==> config.mk <==
export PLATFORM = sky130hd
export DESIGN_NAME = multicycle_controller
export DESIGN_NICKNAME = d
export VERILOG_FILES = /design/src/rtl/multicycle_controller.sv
export SDC_FILE = /design/constraint.sdc
export NUM_CORES = 1
export LEC_CHECK = 0
export BUFFER_PORTS_ARGS = -buffer_cell sky130_fd_sc_hd__buf_4
export CAP_MARGIN = 15
export CORE_MARGIN = 8
export CORE_UTILIZATION = 60
export CTS_BUF_LIST = sky130_fd_sc_hd__clkbuf_4
export DETAILED_ROUTE_END_ITERATION = 10
export PLACE_DENSITY = 0.87
export SLEW_MARGIN = 15
export SYNTH_ARGS = -nofsm -noshare
export SYNTH_HDL_FRONTEND = slang
export SYNTH_SLANG_ARGS = --single-unit
==> constraint.sdc <==
create_clock -name clk -period 5 [get_ports clk]
set_input_delay 0.25 -clock clk [delete_from_list [all_inputs] [get_ports clk]]
set_output_delay 0.25 -clock clk [all_outputs]
set_load 0.02 [all_outputs]
==> src/rtl/multicycle_controller.sv <==
// -----------------------------------------------------------------------------
// multicycle_controller
//
// Control FSM for a multi-cycle RISC-V core built around one shared datapath
// (PC, unified instruction/data memory port, register file, sign extender and
// ALU). It decodes the latched instruction fields and drives every datapath
// enable and mux select. Flow is FETCH -> DECODE -> per-opcode states, with
// stalls on the memory-ready handshake and a sticky trap on an illegal opcode
// or a memory access that never completes.
//
// Parameters:
//   WAIT_LIMIT   cycles to wait for mem_ready in FETCH/MEMREAD/MEMWRITE
//                before trapping (1..65535, 16-bit wait counter)
//
// Ports:
//   clk          clock
//   rst          synchronous active-high reset
//   op           instr[6:0]
//   funct3       instr[14:12]
//   funct7b5     instr[30]
//   zero         ALU zero flag
//   mem_ready    memory completes the current access this cycle
//   pc_write     PC load enable
//   adr_src      memory address select (0 = PC, 1 = ALUOut)
//   mem_write    memory write strobe
//   ir_write     instruction register / OldPC load enable
//   result_src   result mux select (00 ALUOut, 01 ReadData, 10 ALU result)
//   alu_src_a    ALU A select (00 PC, 01 OldPC, 10 RD1)
//   alu_src_b    ALU B select (00 RD2, 01 ImmExt, 10 constant 4)
//   alu_control  ALU op (000 add, 001 sub, 010 and, 011 or, 101 slt)
//   imm_src      sign-extend format select
//   reg_write    register file write enable
//   trap         sticky trap flag
//   trap_cause   00 none, 01 illegal opcode, 10 memory timeout
//   state_o      current state encoding (debug)
// -----------------------------------------------------------------------------
module multicycle_controller #(
    parameter int unsigned WAIT_LIMIT = 255
) (
    input  logic       clk,
    input  logic       rst,
    input  logic [6:0] op,
    input  logic [2:0] funct3,
    input  logic       funct7b5,
    input  logic       zero,
    input  logic       mem_ready,
    output logic       pc_write,
    output logic       adr_src,
    output logic       mem_write,
    output logic       ir_write,
    output logic [1:0] result_src,
    output logic [1:0] alu_src_a,
    output logic [1:0] alu_src_b,
    output logic [2:0] alu_control,
    output logic [1:0] imm_src,
    output logic       reg_write,
    output logic       trap,
    output logic [1:0] trap_cause,
    output logic [3:0] state_o
);

    typedef enum logic [3:0] {
        S_FETCH    = 4'd0,
        S_DECODE   = 4'd1,
        S_MEMADR   = 4'd2,
        S_MEMREAD  = 4'd3,
        S_MEMWB    = 4'd4,
        S_MEMWRITE = 4'd5,
        S_EXECR    = 4'd6,
        S_ALUWB    = 4'd7,
        S_EXECI    = 4'd8,
        S_JAL      = 4'd9,
        S_BEQ      = 4'd10,
        S_TRAP     = 4'd11
    } state_t;

    localparam logic [6:0] OP_LOAD  = 7'b0000011;
    localparam logic [6:0] OP_STORE = 7'b0100011;
    localparam logic [6:0] OP_RTYPE = 7'b0110011;
    localparam logic [6:0] OP_ITYPE = 7'b0010011;
    localparam logic [6:0] OP_JAL   = 7'b1101111;
    localparam logic [6:0] OP_BEQ   = 7'b1100011;

    localparam logic [1:0] CAUSE_ILLEGAL = 2'b01;
    localparam logic [1:0] CAUSE_TIMEOUT = 2'b10;

    localparam logic [15:0] LIMIT = 16'(WAIT_LIMIT);

    state_t      r_state;
    state_t      w_next;
    logic [15:0] r_wait_cnt;
    logic        r_trap;
    logic [1:0]  r_trap_cause;

    logic        w_wait_state;
    logic        w_timeout;
    logic        w_set_trap;
    logic [1:0]  w_set_cause;

    logic        w_pc_update;
    logic        w_branch;
    logic [1:0]  w_alu_op;
    logic        w_adr_src;
    logic        w_mem_write;
    logic        w_ir_write;
    logic        w_reg_write;
    logic [1:0]  w_result_src;
    logic [1:0]  w_alu_src_a;
    logic [1:0]  w_alu_src_b;
    logic [2:0]  w_alu_control;
    logic [1:0]  w_imm_src;

    // Only these three states wait on the memory handshake.
    assign w_wait_state = (r_state == S_FETCH) || (r_state == S_MEMREAD) ||
                          (r_state == S_MEMWRITE);

    // A ready in the limit cycle still completes the access.
    assign w_timeout = w_wait_state && !mem_ready && (r_wait_cnt >= LIMIT);

    // Next state and Moore decode of enables/selects.
    always_comb begin
        w_next       = r_state;
        w_set_trap   = 1'b0;
        w_set_cause  = 2'b00;
        w_pc_update  = 1'b0;
        w_branch     = 1'b0;
        w_alu_op     = 2'b00;
        w_adr_src    = 1'b0;
        w_mem_write  = 1'b0;
        w_ir_write   = 1'b0;
        w_reg_write  = 1'b0;
        w_result_src = 2'b00;
        w_alu_src_a  = 2'b00;
        w_alu_src_b  = 2'b00;

        case (r_state)
            S_FETCH: begin
                w_adr_src    = 1'b0;
                w_alu_src_a  = 2'b00;
                w_alu_src_b  = 2'b10;
                w_alu_op     = 2'b00;
                w_result_src = 2'b10;
                if (w_timeout) begin
                    w_next      = S_TRAP;
                    w_set_trap  = 1'b1;
                    w_set_cause = CAUSE_TIMEOUT;
                end else if (mem_ready) begin
                    w_ir_write  = 1'b1;
                    w_pc_update = 1'b1;
                    w_next      = S_DECODE;
                end
            end

            S_DECODE: begin
                w_alu_src_a = 2'b01;
                w_alu_src_b = 2'b01;
                w_alu_op    = 2'b00;
                case (op)
                    OP_LOAD, OP_STORE: w_next = S_MEMADR;
                    OP_RTYPE:          w_next = S_EXECR;
                    OP_ITYPE:          w_next = S_EXECI;
                    OP_JAL:            w_next = S_JAL;
                    OP_BEQ:            w_next = S_BEQ;
                    default: begin
                        w_next      = S_TRAP;
                        w_set_trap  = 1'b1;
                        w_set_cause = CAUSE_ILLEGAL;
                    end
                endcase
            end

            S_MEMADR: begin
                w_alu_src_a = 2'b10;
                w_alu_src_b = 2'b01;
                w_alu_op    = 2'b00;
                w_next      = (op == OP_LOAD) ? S_MEMREAD : S_MEMWRITE;
            end

            S_MEMREAD: begin
                w_adr_src    = 1'b1;
                w_result_src = 2'b00;
                if (w_timeout) begin
                    w_next      = S_TRAP;
                    w_set_trap  = 1'b1;
                    w_set_cause = CAUSE_TIMEOUT;
                end else if (mem_ready) begin
                    w_next = S_MEMWB;
                end
            end

            S_MEMWB: begin
                w_result_src = 2'b01;
                w_reg_write  = 1'b1;
                w_next       = S_FETCH;
            end

            S_MEMWRITE: begin
                w_adr_src    = 1'b1;
                w_result_src = 2'b00;
                // The strobe is withheld in the timeout cycle.
                if (w_timeout) begin
                    w_next      = S_TRAP;
                    w_set_trap  = 1'b1;
                    w_set_cause = CAUSE_TIMEOUT;
                end else begin
                    w_mem_write = 1'b1;
                    if (mem_ready) begin
                        w_next = S_FETCH;
                    end
                end
            end

            S_EXECR: begin
                w_alu_src_a = 2'b10;
                w_alu_src_b = 2'b00;
                w_alu_op    = 2'b10;
                w_next      = S_ALUWB;
            end

            S_EXECI: begin
                w_alu_src_a = 2'b10;
                w_alu_src_b = 2'b01;
                w_alu_op    = 2'b10;
                w_next      = S_ALUWB;
            end

            S_ALUWB: begin
                w_result_src = 2'b00;
                w_reg_write  = 1'b1;
                w_next       = S_FETCH;
            end

            // PC <= ALUOut (target from DECODE) while the ALU forms OldPC+4
            // for the link write in ALUWB.
            S_JAL: begin
                w_alu_src_a  = 2'b01;
                w_alu_src_b  = 2'b10;
                w_result_src = 2'b00;
                w_pc_update  = 1'b1;
                w_next       = S_ALUWB;
            end

            S_BEQ: begin
                w_alu_src_a  = 2'b10;
                w_alu_src_b  = 2'b00;
                w_alu_op     = 2'b01;
                w_result_src = 2'b00;
                w_branch     = 1'b1;
                w_next       = S_FETCH;
            end

            S_TRAP: begin
                w_next = S_TRAP;
            end

            default: begin
                w_next = S_FETCH;
            end
        endcase
    end

    // ALU decoder.
    always_comb begin
        w_alu_control = 3'b000;
        case (w_alu_op)
            2'b00: w_alu_control = 3'b000;
            2'b01: w_alu_control = 3'b001;
            2'b10: begin
                case (funct3)
                    3'b000:  w_alu_control = (op[5] && funct7b5) ? 3'b001 : 3'b000;
                    3'b010:  w_alu_control = 3'b101;
                    3'b110:  w_alu_control = 3'b011;
                    3'b111:  w_alu_control = 3'b010;
                    default: w_alu_control = 3'b000;
                endcase
            end
            default: w_alu_control = 3'b000;
        endcase
    end

    // Immediate format depends only on the opcode, in every state.
    always_comb begin
        w_imm_src = 2'b00;
        case (op)
            OP_STORE: w_imm_src = 2'b01;
            OP_BEQ:   w_imm_src = 2'b10;
            OP_JAL:   w_imm_src = 2'b11;
            default:  w_imm_src = 2'b00;
        endcase
    end

    // Reset masks every enable and select combinationally, so a reset
    // landing mid-instruction cannot produce a stray write.
    always_comb begin
        if (rst) begin
            pc_write    = 1'b0;
            adr_src     = 1'b0;
            mem_write   = 1'b0;
            ir_write    = 1'b0;
            result_src  = 2'b00;
            alu_src_a   = 2'b00;
            alu_src_b   = 2'b00;
            alu_control = 3'b000;
            imm_src     = 2'b00;
            reg_write   = 1'b0;
        end else begin
            pc_write    = w_pc_update | (w_branch & zero);
            adr_src     = w_adr_src;
            mem_write   = w_mem_write;
            ir_write    = w_ir_write;
            result_src  = w_result_src;
            alu_src_a   = w_alu_src_a;
            alu_src_b   = w_alu_src_b;
            alu_control = w_alu_control;
            imm_src     = w_imm_src;
            reg_write   = w_reg_write;
        end
    end

    // State register, wait counter and sticky trap.
    always_ff @(posedge clk) begin
        if (rst) begin
            r_state      <= S_FETCH;
            r_wait_cnt   <= '0;
            r_trap       <= 1'b0;
            r_trap_cause <= 2'b00;
        end else begin
            r_state <= w_next;
            // Any state change clears the counter, which covers entry into
            // each of the waiting states.
            if (w_next != r_state) begin
                r_wait_cnt <= '0;
            end else if (w_wait_state && !mem_ready) begin
                r_wait_cnt <= r_wait_cnt + 16'd1;
            end
            if (w_set_trap) begin
                r_trap       <= 1'b1;
                r_trap_cause <= w_set_cause;
            end
        end
    end

    assign trap       = r_trap;
    assign trap_cause = r_trap_cause;
    assign state_o    = r_state;

endmodule

# --- Word level (Yosys, flattened, before mapping) ---
# Cells that the tools add are included.
word_totals:
  word_cells: 93
  reg_bits: 23
  output_inout_bits: 23
  input_bits: 15
op_classes:
  n_mux: 42
  n_reduce_logical: 20
  n_lt_le_gt_ge: 1
  eq_ne: 23
  bitwise: 2
  addsub: 1
ops:
  columns: ["cell", "count"]
  rows:
  - ["case mux 4 bit (7 select lines)", 1]
  - ["2-to-1 mux 4 bit", 6]
  - ["case mux 2 bit (2 select lines)", 5]
  - ["case mux 4 bit (5 select lines)", 1]
  - ["2-to-1 mux 1 bit", 17]
  - ["adder 16 x 1 -> 16 bit (second input constant)", 1]
  - ["== test 4 x 3 -> 1 bit (second input constant)", 4]
  - ["== test 4 bit (second input constant)", 4]
  - [">= comparator 16 x 8 -> 1 bit (second input constant)", 1]
  - ["== test 7 x 6 -> 1 bit (second input constant)", 2]
  - ["== test 7 bit (second input constant)", 2]
  - ["OR reduction 2 bit", 7]
  - ["case mux 3 bit (4 select lines)", 1]
  - ["2-to-1 mux 2 bit", 5]
  - ["OR reduction 3 bit", 3]
  - ["== test 4 x 2 -> 1 bit (second input constant)", 2]
  - ["== test 7 x 2 -> 1 bit (second input constant)", 1]
  - ["== test 7 x 5 -> 1 bit (second input constant)", 1]
  - ["== test 3 bit (second input constant)", 2]
  - ["2-to-1 mux 3 bit", 2]
  - ["case mux 2 bit (3 select lines)", 1]
  - ["case mux 3 bit (2 select lines)", 1]
  - ["OR reduction 6 bit", 1]
  - ["== test 4 x 1 -> 1 bit (second input constant)", 1]
  - ["13 further kinds", 17]

# --- Longest topological paths before layout ---
# Gate-level depths: netlist of run 1.
logic_depth:
  depth_word: 9
  ltp_mapped: 9
  ltp_nobuf: 7

# --- Least setup slack after synthesis of run 1 ---
# Ideal clock, no wire load.
synth_path:
  path_type: "flip-flop to output port"
  startpoint: "reg r_state[1] (netlist: state_o[1])"
  endpoint: "out alu_control[2]"
  t_arrival_ps: 2362
  required_time_ps: 4750
  stages_incl_launch_ff: 8
  setup_slack_ps: 2388
  path_buffers: 2
  path_cell_list: "dfxtp_1 > buf_2 > buf_1 > nand3_1 > a21oi_1 > ha_1 > or3_1 > nor3_1"
synth_between:
  elab_chain_len: 6
  word_cells_on_any_way: 9
  cone_classes: "eq/ne (5); mux (3); reduce/logical (1)"
synth_lines:
  columns: ["item", "line_no", "source"]
  rows:
  - ["start: declaration", "89", "state_t r_state;"]
  - ["start signal: assignment", "328", "r_state <= w_next;"]
  - ["== test 4 bit / == test 4 x 3 -> 1 bit (equally long branches)", "136", "case (r_state)"]
  - ["OR reduction 2 bit (no source line)", null, null]
  - ["case mux 2 bit (2 select lines) *", "136", null]
  - ["== test 2 bit / == test 2 x 1 -> 1 bit (equally long branches)", "265", "case (w_alu_op)"]
  - ["case mux 3 bit (2 select lines) *", "265", null]
  - ["2-to-1 mux 3 bit *", "295", "if (rst) begin"]
  - ["end: declaration", "54", "output logic [2:0] alu_control,"]
# Every way passes the cells marked *; elsewhere a longest branch is shown, timed or not.

# --- Worst setup path in the final report of run 1 ---
layout_path:
  startpoint: "reg r_state[2] (netlist: state_o[2])"
  endpoint: "reg r_wait_cnt[1]"
layout_between:
  elab_chain_len: 9
  word_cells_on_any_way: 23
  cone_classes: "eq/ne (9); mux (7); reduce/logical (7)"
layout_lines:
  columns: ["item", "line_no", "source"]
  rows:
  - ["== test 4 x 2 -> 1 bit / logical NOT 4 bit (equally long branches)", "114, 136", null]
  - ["logical OR 1 bit (2 in series)", "114", "assign w_wait_state = (r_state == S_FETCH) || (r_state == S_MEMREAD) ||"]
  - ["logical AND 1 bit", "118, 333", null]
  - ["logical AND 1 bit", "118", "assign w_timeout = w_wait_state && !mem_ready && (r_wait_cnt >= LIMIT);"]
  - ["2-to-1 mux 4 bit (on tied branches)", "201, 143, 182", null]
  - ["case mux 4 bit (7 select lines)", "136", null]
  - ["!= test 4 bit", "331", "if (w_next != r_state) begin"]
  - ["OR reduction 2 bit (no source line)", null, null]
  - ["end signal: assignment", "334", "r_wait_cnt <= r_wait_cnt + 16'd1;"]
  - ["end: declaration", "91", "logic [15:0] r_wait_cnt;"]
# Several ways; a longest one is shown, not always the timed one.
# A chain may end at the register's enable or synchronous reset.

==> flow_summary_export.csv, run 1 <==
group,metric,value,unit
status,status,"complete, no violations",
critical_path,start_kind,"register",
logic_synthesis,synth_nets,246,
power,peakVddDrop,0.3767,mV
clock_network,cts.clk_slew.worst_paths,0.11,ns
logic_synthesis,syn_avg_cell_area,7.842,um^2
logic_synthesis,synth_top_area_share,25.75,%
logic_synthesis,synth_cells,228,
logic_synthesis,synthArstFlopShare,0,%
clock_network,worstSkewPairLatency,0.30,ns
final_layout,syn2layout_area_growth,14.77,%
timing,period_share,63.87,%
clock_network,cts_resized,0,
floorplanning,start_util,60.55,%
timing,setup_viol,0,
critical_path,cp.arrival,3.35,ns
timing,hold_viol_final,0,
clock_network,cts_made_buffers,3,
logic_synthesis,yosysSeqAreaShare,25.75,%
floorplanning,core.rowCount,20,
timing,slew_headroom,40.80,%
logic_synthesis,synth_most_common_cell,"dfxtp_1",
grt,gr-total-overflow,0,
clock_network,postCtsHoldBufs,0,
timing,tns,0,ns
flow_run,maxCapViolations,0,
critical_path,critPathKind,"register to register",
floorplanning,ios,38,
floorplanning,die_h,70.59,um
placement,postPlaceCellArea,0.002022,mm^2
detailed_routing,drc,0,
grt,grt_usage,16.82,%
grt,grt_max_degree,28,
critical_path,crit_fanout,27,
timing,rsz0062_at_grt,"false",
grt,grt_pass1_wl,7217,um
timing,finalMaxSlewViolations,0,
final_layout,layout-drive-gt1-share,23.32,%
floorplanning,core_area,0.002953,mm^2
logic_synthesis,synth_edf_count,0,
logic_synthesis,synth.top_cells.by_area,"dfxtp_1, xnor2_1, nor3_1",
clock_network,clockBufferDepth,2,
placement,gp_congestion,0.9269,
clock_network,root_buffer,"clkbuf_4",
placement,hpwl,3177,um
logic_synthesis,ys_ff_latch,23,
logic_synthesis,synthTopCellsByCount,"dfxtp_1, nor3_1, nor2_1",
final_layout,n_antenna_cell,0,
timing,fin_crit,3.193,ns
clock_network,htreeDepth,1,
critical_path,end_kind,"register",
timing,skew,0.003833,ns
final_layout,nFillCells,266,
detailed_routing,postRouteAntennaNets,0,
final_layout,nNetsFinal,272,
floorplanning,die_x,70.59,um
power,power,0.0009321,W
critical_path,r2r_slack,1.81,ns
grt,first_global_vias,1551,
detailed_routing,detail_route.wl_per_cell,15.15,um
grt,antenna_found_initial,0,
detailed_routing,wl,4333,um
critical_path,cp.required,5.16,ns
detailed_routing,via_count,1813,
timing,fmax,0.3132,GHz
worst_hold_path,worst_hold_path_type,"input pin to register",
timing,worst_pin_slew,0.8868,ns
logic_synthesis,yosysTopAreaCell,"dfxtp_1",
placement,io_buffers,37,
power,power.density,454.3,mW/mm^2
clock_network,cts.sinks,23,
detailed_routing,vias_per_cell,6.339,
final_layout,regArea,460.4,um^2
logic_synthesis,synth-warning-count,0,
logic_synthesis,synthDistinctLibCells,53,
floorplanning,dieArea,0.004983,mm^2
final_layout,multi_input_area,0.001212,mm^2
detailed_routing,first_pass_iters,5,
final_layout,final_area,0.002052,mm^2
power,p_leak,0.7599,nW
logic_synthesis,netlist_area,0.001788,mm^2
final_layout,utilization,69.49,%
logic_synthesis,synth_ff_type,"dfxtp_1",
detailed_routing,drt_iter0_markers,148,
clock_network,post_cts_buffers,0,
clock_network,cts_tree,"done",
## state kept, by name (all words and copies together), names as in the netlist
register    flops
trap_cause      2
trap            1
r_wait_cnt     16
state_o         4
## cells by family (layout without fill, tap and decap cells)
group                    after synthesis  after routing  synth area share (%)
AND/OR/NAND/NOR                      115            115                 38.63
AO/OA/AOI/OAI                         42             42                 16.66
buffers and inverters                 24             49                 6.438
flip-flops                            23             23                 25.75
XOR/XNOR                              19             19                 9.307
adder cells (fa/ha/maj)                3              3                 2.100
multiplexers                           2              2                 1.120
## area by class of cell
type,instances,share of cell area (%)
inverters,8,1.463
flip-flops and latches,23,22.44
well taps,33,2.012
multi-input cells,181,59.09
repair buffers,37,13.54
clock buffers,4,1.463
## where the power goes
group / internal (W) / switching [W]
clock: 0.0000365 / 0.0000496
combinational: 0.000212 / 0.000347
sequential: 0.000204 / 0.0000827
## worst max-delay path, cell delays in order (launching register included)
cell and delay (ns):
dfxtp_1 0.92, xnor2_1 0.24, a22oi_4 0.48, nor2_1 0.23, o31a_1 0.35, o21ai_2 0.71, nor3_1 0.11
## worst paths after layout
check / from / to / depth (start not counted)
min reg2reg: trap_cause[0] / trap_cause[0] / 2
max: state_o[2] / r_wait_cnt[1] / 6
min: rst / state_o[2] / 2
max reg2reg: state_o[2] / r_wait_cnt[1] / 6
## routing by layer
layer / up-vias / part of all wire, % / GRT usage [%]
met5: - / 0 / 0
met4: 0 / 1.1 / 3.233
met3: 4 / 7.6 / 4.661
met2: 70 / 46 / 25.98
met1: 843 / 46 / 22.74
li1: 896 / - / -
## stage by stage
stage	setup WS, ns	cells	hold WS [ns]
finish	1.807	286	0.2808
global route	1.589	286	0.2750
CTS	1.842	286	0.2708
detailed placement	1.848	282	0.4742
global placement	1.956	282	0.4833
floorplan	2.389	228	0.4741
## layout by cell type (no fill, tap or decap), types with 3 or more instances in the layout
cell	synthesis	routed
buf_4	2	37
dfxtp_1	23	23
nor3_1	20	20
nor2_1	19	19
xnor2_1	13	13
nor4_1	12	12
o21ai_0	10	10
nor3_2	10	10
nand3_1	9	9
a21oi_1	9	9
nand2_1	9	9
nand2b_1	8	8
inv_1	7	7
xor2_1	6	6
nor3b_1	5	5
nand4_1	5	5
clkbuf_4	0	4
nor2b_1	3	3
o22ai_1	3	3
ha_1	3	3
Note: power is estimated with default switching activity, not from simulation.
==> inputs of run 2 (changes only) <==
--- a/config.mk
+++ b/config.mk
@@ -8,10 +8,10 @@
 export BUFFER_PORTS_ARGS = -buffer_cell sky130_fd_sc_hd__buf_4
 export CAP_MARGIN = 15
 export CORE_MARGIN = 8
-export CORE_UTILIZATION = 60
+export CORE_UTILIZATION = 51
 export CTS_BUF_LIST = sky130_fd_sc_hd__clkbuf_4
 export DETAILED_ROUTE_END_ITERATION = 10
-export PLACE_DENSITY = 0.87
+export PLACE_DENSITY = 0.78
 export SLEW_MARGIN = 15
 export SYNTH_ARGS = -nofsm -noshare
 export SYNTH_HDL_FRONTEND = slang
==> constraint.sdc (replaced) <==
create_clock -name clk -period 2.9 [get_ports clk]
set_input_delay 0.145 -clock clk [delete_from_list [all_inputs] [get_ports clk]]
set_output_delay 0.145 -clock clk [all_outputs]
set_load 0.02 [all_outputs]
==> run 2 against run 1 <==
Against the previous run:
- cell area rose by 2.9%
- combinational power is 88% higher
- non-clock buffer count up 6
- worst setup slack got worse by 1.6 ns
- count of clock-buffer cells in the layout shrank 1
- clock power grew 68%
- clock skew grew 0.014 ns
- global-route usage down 1.4 points
- sequential power is 61% higher
==> flow_summary_export.csv, run 2 (synthesized netlist as in run 1, its figures left out) <==
group,metric,value,unit
final_layout,layout_commonest_cell,"buf_4",
final_layout,syn2layout_area_growth,18.12,%
timing,worst_pin_slew,0.6959,ns
detailed_routing,drc,0,
grt,grt_pass1_wl,7155,um
power,peakVddDrop,0.4130,mV
final_layout,layout-drive-gt1-share,25.48,%
grt,first_global_vias,1610,
timing,hold_viol_final,0,
clock_network,worstSkewPairLatency,0.32,ns
critical_path,critPathKind,"register to output port",
power,power.density,782.9,mW/mm^2
placement,postPlaceCellArea,0.002083,mm^2
critical_path,cpMaxStageDelayCell,"dfxtp_1",
detailed_routing,first_pass_iters,4,
power,power.switching,0.0008434,W
floorplanning,start_util,53.16,%
placement,io_buffers,37,
critical_path,start_kind,"register",
power,p_leak,0.7900,nW
detailed_routing,postRouteAntennaNets,0,
floorplanning,core_area,0.003363,mm^2
timing,period_share,92.20,%
grt,antenna_found_initial,0,
critical_path,crit_fanout,16,
final_layout,n_antenna_cell,0,
power,p_comb_share,63.3,%
clock_network,clockBufferDepth,2,
floorplanning,die_h,75.21,um
timing,skew,0.01736,ns
final_layout,utilization,62.80,%
final_layout,regArea,461.7,um^2
detailed_routing,detail_route.wl_per_cell,14.32,um
power,seqPwrFrac,27.9,%
timing,fin_crit,2.674,ns
detailed_routing,via_count,1792,
detailed_routing,drt_iter0_markers,216,
final_layout,regMostFlops,"r_wait_cnt",
power,p_int,0.0008100,W
timing,setup_viol,0,
final_layout,nFillCells,331,
flow_run,maxCapViolations,0,
clock_network,cts.sinks,23,
critical_path,path_common_cell,"buf_4",
placement,hpwl,3290,um
timing,tns,0,ns
timing,finalMaxSlewViolations,0,
grt,grt_usage,15.40,%
timing,slew_headroom,53.61,%
critical_path,end_kind,"output port",
critical_path,cp.required,2.76,ns
grt,grt_max_degree,24,
final_layout,mostFrequentLayoutCells,"buf_4, dfxtp_1, nor3_1, nor2_1, xnor2_1",
floorplanning,core.rowCount,21,
power,power_switching_share,51.01,%
critical_path,cp.arrival,2.53,ns
final_layout,multi_input_area,0.001212,mm^2
clock_network,cts_tree,"done",
timing,fmax,0.3740,GHz
clock_network,cts_made_buffers,3,
floorplanning,ios,38,
final_layout,largest_reg_flops,16,
critical_path,path_cells,"buf_4 -> nand3_1 -> a21oi_1 -> ha_1 -> or3_1 -> nor3_1 -> buf_4",
clock_network,postCtsHoldBufs,0,
placement,gp_congestion,0.9173,
power,power.clock.fraction,8.8,%
final_layout,instances_no_fill,305,
clock_network,cts.clk_slew.worst_paths,0.13,ns
final_layout,final_area,0.002112,mm^2
grt,gr-total-overflow,0,
critical_path,slowest_delay,0.69,ns
status,status,"complete, no violations",
clock_network,htreeDepth,1,
detailed_routing,wl,4368,um
floorplanning,die_x,75.21,um
placement,place_inst,301,
detailed_routing,vias_per_cell,5.875,
worst_hold_path,worst_hold_path_type,"input pin to register",
timing,rsz0062_at_grt,"false",
floorplanning,dieArea,0.005657,mm^2
clock_network,root_buffer,"clkbuf_4",
final_layout,nNetsFinal,278,
==> run 2: cell count changes in the layout (fill, tap and decap cells not counted), sizes merged <==
cell    before  now
clkinv       0    1
clkbuf       4    3
buf         37   43
==> run 2: cell type report <==
cell class | count | area share [%]
multi-input cells | 181 | 57.40
flip-flops and latches | 23 | 21.86
repair buffers | 43 | 15.28
well taps | 46 | 2.725
inverters | 8 | 1.422
clock buffers | 3 | 1.066
clock inverters | 1 | 0.2370
==> run 2: worst paths after layout <==
path                         end           from  cells past startpoint  slack, ns
setup reg to reg  r_wait_cnt[15]     state_o[0]                      6       0.34
hold reg to reg    trap_cause[1]  trap_cause[1]                      2       0.51
hold / removal        state_o[2]            rst                      2       0.17
setup / recovery  alu_control[2]     state_o[2]                      7       0.23
==> run 2: power by group through the flow <==
stage | Sequential, W | Combinational (W) | Clock [W]
3_3_place_gp | 0.000466 | 0.00104 | 0
2_1_floorplan | 0.000422 | 0.000843 | 0
4_1_cts | 0.000458 | 0.00105 | 0.000153
5_1_grt | 0.000473 | 0.00114 | 0.000165
3_5_place_dp | 0.000466 | 0.00105 | 0
6_report | 0.000462 | 0.00105 | 0.000145
==> run 2: repair_timing <==
| action | CTS | global route |
|---|---|---|
| endpoints found under the hold margin | 0 | 0 |
| buffers inserted | 0 | 0 |
| endpoints found under the setup margin | 0 | 1 |
| gates resized for setup | 0 | 1 |
==> run 2: critical path, delay by kind of cell (launching register included) <==
| kind | cells | cell delay, ns |
|---|---|---|
| and+or+nand+nor | 3 | 0.56 |
| DFF | 1 | 0.69 |
| adders and majority gates | 1 | 0.28 |
| buffers and inverters | 2 | 0.45 |
| AOI/OAI and AO/OA | 1 | 0.23 |
==> run 2: per-layer routing <==
metal  routed length (um)  vias up  global-route usage [%]
met5                    0        -                       0
met4                   50        0                   4.904
met3                  352        6                   2.130
met2                 2141       68                   27.26
met1                 1825      812                   18.52
li1                     -      906                       -
==> run 2: per-stage QoR <==
stage	worst slack, ns	total power (W)	hold slack [ns]
final	0.2262	0.001653	0.1694
after global routing	0.06660	0.001773	0.1697
after CTS	0.1954	0.001666	0.1605
after detailed placement	0.3772	0.001517	0.4855
after global placement	0.4329	0.001509	0.4824
after floorplan	0.3935	0.001266	0.3691
==> inputs of run 3 (changes only) <==
--- a/config.mk
+++ b/config.mk
@@ -8,10 +8,10 @@
 export BUFFER_PORTS_ARGS = -buffer_cell sky130_fd_sc_hd__buf_4
 export CAP_MARGIN = 15
 export CORE_MARGIN = 8
-export CORE_UTILIZATION = 51
+export CORE_UTILIZATION = 57
 export CTS_BUF_LIST = sky130_fd_sc_hd__clkbuf_4
 export DETAILED_ROUTE_END_ITERATION = 10
-export PLACE_DENSITY = 0.78
+export PLACE_DENSITY = 0.83
 export SLEW_MARGIN = 15
 export SYNTH_ARGS = -nofsm -noshare
 export SYNTH_HDL_FRONTEND = slang
==> constraint.sdc (replaced) <==
create_clock -name clk -period 2.59 [get_ports clk]
set_input_delay 0.1295 -clock clk [delete_from_list [all_inputs] [get_ports clk]]
set_output_delay 0.1295 -clock clk [all_outputs]
set_load 0.02 [all_outputs]
==> run 3 against run 2 <==
Against the previous run:
- cell area up 1.8%
- global-route usage up 2.0 points
- critical path depth down 1
- via count up 2.6%
- clock power up 18%
- combinational power up 23%
- sequential cell count unchanged
- critical endpoint unchanged
- largest power group unchanged
- final cell count up 0.66%
- clock skew down 0.014 ns
==> flow_summary_export.csv, run 3 (synthesized netlist as in run 1, its figures left out) <==
group,metric,value,unit
status,status,"complete, no violations",
detailed_routing,drt_iter0_markers,170,
timing,worst_pin_slew,0.4925,ns
final_layout,largest_reg_flops,16,
placement,io_buffers,37,
placement,dp_slack,0.3025,ns
grt,gr-total-overflow,0,
clock_network,cts_tree,"done",
clock_network,htreeDepth,1,
timing,finalMaxSlewViolations,0,
grt,antenna_found_initial,0,
clock_network,cts.clk_slew.worst_paths,0.11,ns
timing,fin_crit,2.454,ns
final_layout,nNetsFinal,282,
clock_network,cts.sinks,23,
final_layout,mostFrequentLayoutCells,"buf_4, dfxtp_1, nor3_1, nor2_1, xnor2_1",
final_layout,regMostFlops,"r_wait_cnt",
worst_hold_path,worst_hold_path_type,"input pin to register",
timing,setup_viol,0,
final_layout,n_antenna_cell,0,
clock_network,postCtsHoldBufs,0,
clock_network,post_cts_buffers,0,
clock_network,worstSkewPairLatency,0.30,ns
final_layout,multi_input_area,0.001219,mm^2
grt,first_global_vias,1674,
timing,hold_viol_final,0,
clock_network,clockBufferDepth,2,
grt,grt_max_degree,24,
clock_network,root_buffer,"clkbuf_4",
critical_path,cp.arrival,2.32,ns
grt,grt_pass1_wl,7548,um
flow_run,maxCapViolations,0,
critical_path,critPathKind,"register to output port",
final_layout,regArea,462.9,um^2
floorplanning,core.rowCount,20,
placement,gp_congestion,0.9170,
grt,grt_usage,17.36,%
critical_path,crit_fanout,17,
timing,fmax,0.4075,GHz
final_layout,utilization,70.99,%
timing,slew_headroom,66.32,%
clock_network,cts_made_buffers,3,
detailed_routing,first_pass_iters,4,
final_layout,syn2layout_area_growth,20.22,%
final_layout,nFillCells,256,
critical_path,start_kind,"register",
timing,skew,0.003471,ns
timing,period_share,94.76,%
detailed_routing,wl,4470,um
timing,hold_slack,0.1430,ns
placement,hpwl,3394,um
power,power.density,907.1,mW/mm^2
timing,rsz0062_at_grt,"false",
timing,tns,0,ns
power,peakVddDrop,0.5398,mV
detailed_routing,drc,0,
floorplanning,die_h,72.01,um
detailed_routing,via_count,1839,
floorplanning,ios,38,
final_layout,layout_commonest_cell,"buf_4",
floorplanning,die_x,72.01,um
critical_path,cp.required,2.46,ns
power,p_leak,0.8105,nW
detailed_routing,detail_route.wl_per_cell,14.56,um
floorplanning,start_util,59.05,%
final_layout,layout-drive-gt1-share,27.76,%
critical_path,end_kind,"output port",
detailed_routing,postRouteAntennaNets,0,
floorplanning,dieArea,0.005185,mm^2
timing,worst_slack,0.1358,ns
detailed_routing,vias_per_cell,5.990,
floorplanning,core_area,0.003028,mm^2
run 3: metal layers:
metal  vias to the layer above  global-route usage [%]  share of wire, %
met5                         -                       0                 0
met4                         0                   6.122               1.7
met3                        12                   3.857               5.4
met2                        50                   30.06                49
met1                       862                   20.40                44
li1                        915                       -                 -
run 3: final cells by class:
cell class	count	share of cell area, %
multi-input combinational	181	56.69
clock buffer	4	1.397
tap	44	2.561
timing repair buffer	47	16.41
sequential	23	21.54
inverter	8	1.397
run 3: final timing paths:
kind,start,end,slack (ns),cells past startpoint
worst max-delay path,state_o[1],alu_control[2],0.14,6
worst min-delay path,rst,state_o[3],0.14,2
worst max register to register,state_o[0],r_wait_cnt[14],0.25,7
worst min register to register,trap_cause[0],trap_cause[0],0.49,2
run 3: through the flow:
step                      cell area, um^2  power, W  cells
after floorplan                      1788  0.001417    228
after global placement               2111  0.001753    303
after detailed placement             2111  0.001768    303
after CTS                            2142  0.001944    307
after global routing                 2150  0.002091    307
final                                2150  0.001950    307
run 3: what timing repair did:
| item | CTS | global route |
|---|---|---|
| endpoints found under the setup margin | 1 | 1 |
| hold endpoints to repair | 0 | 0 |
| gates resized for setup | 1 | 3 |
run 3: power by group:
part	internal, W	switching [W]	leakage, nW
Combinational	0.000506	0.000787	0.605
Clock	0.0000706	0.000101	0.0184
Sequential	0.000397	0.0000883	0.187
run 3: critical path, stage by stage, from the launching register on:
cell and delay (ns):
dfxtp_2 0.42, or3b_2 0.53, a21oi_2 0.17, ha_1 0.26
or3_1 0.34, nor3_1 0.13, buf_4 0.17
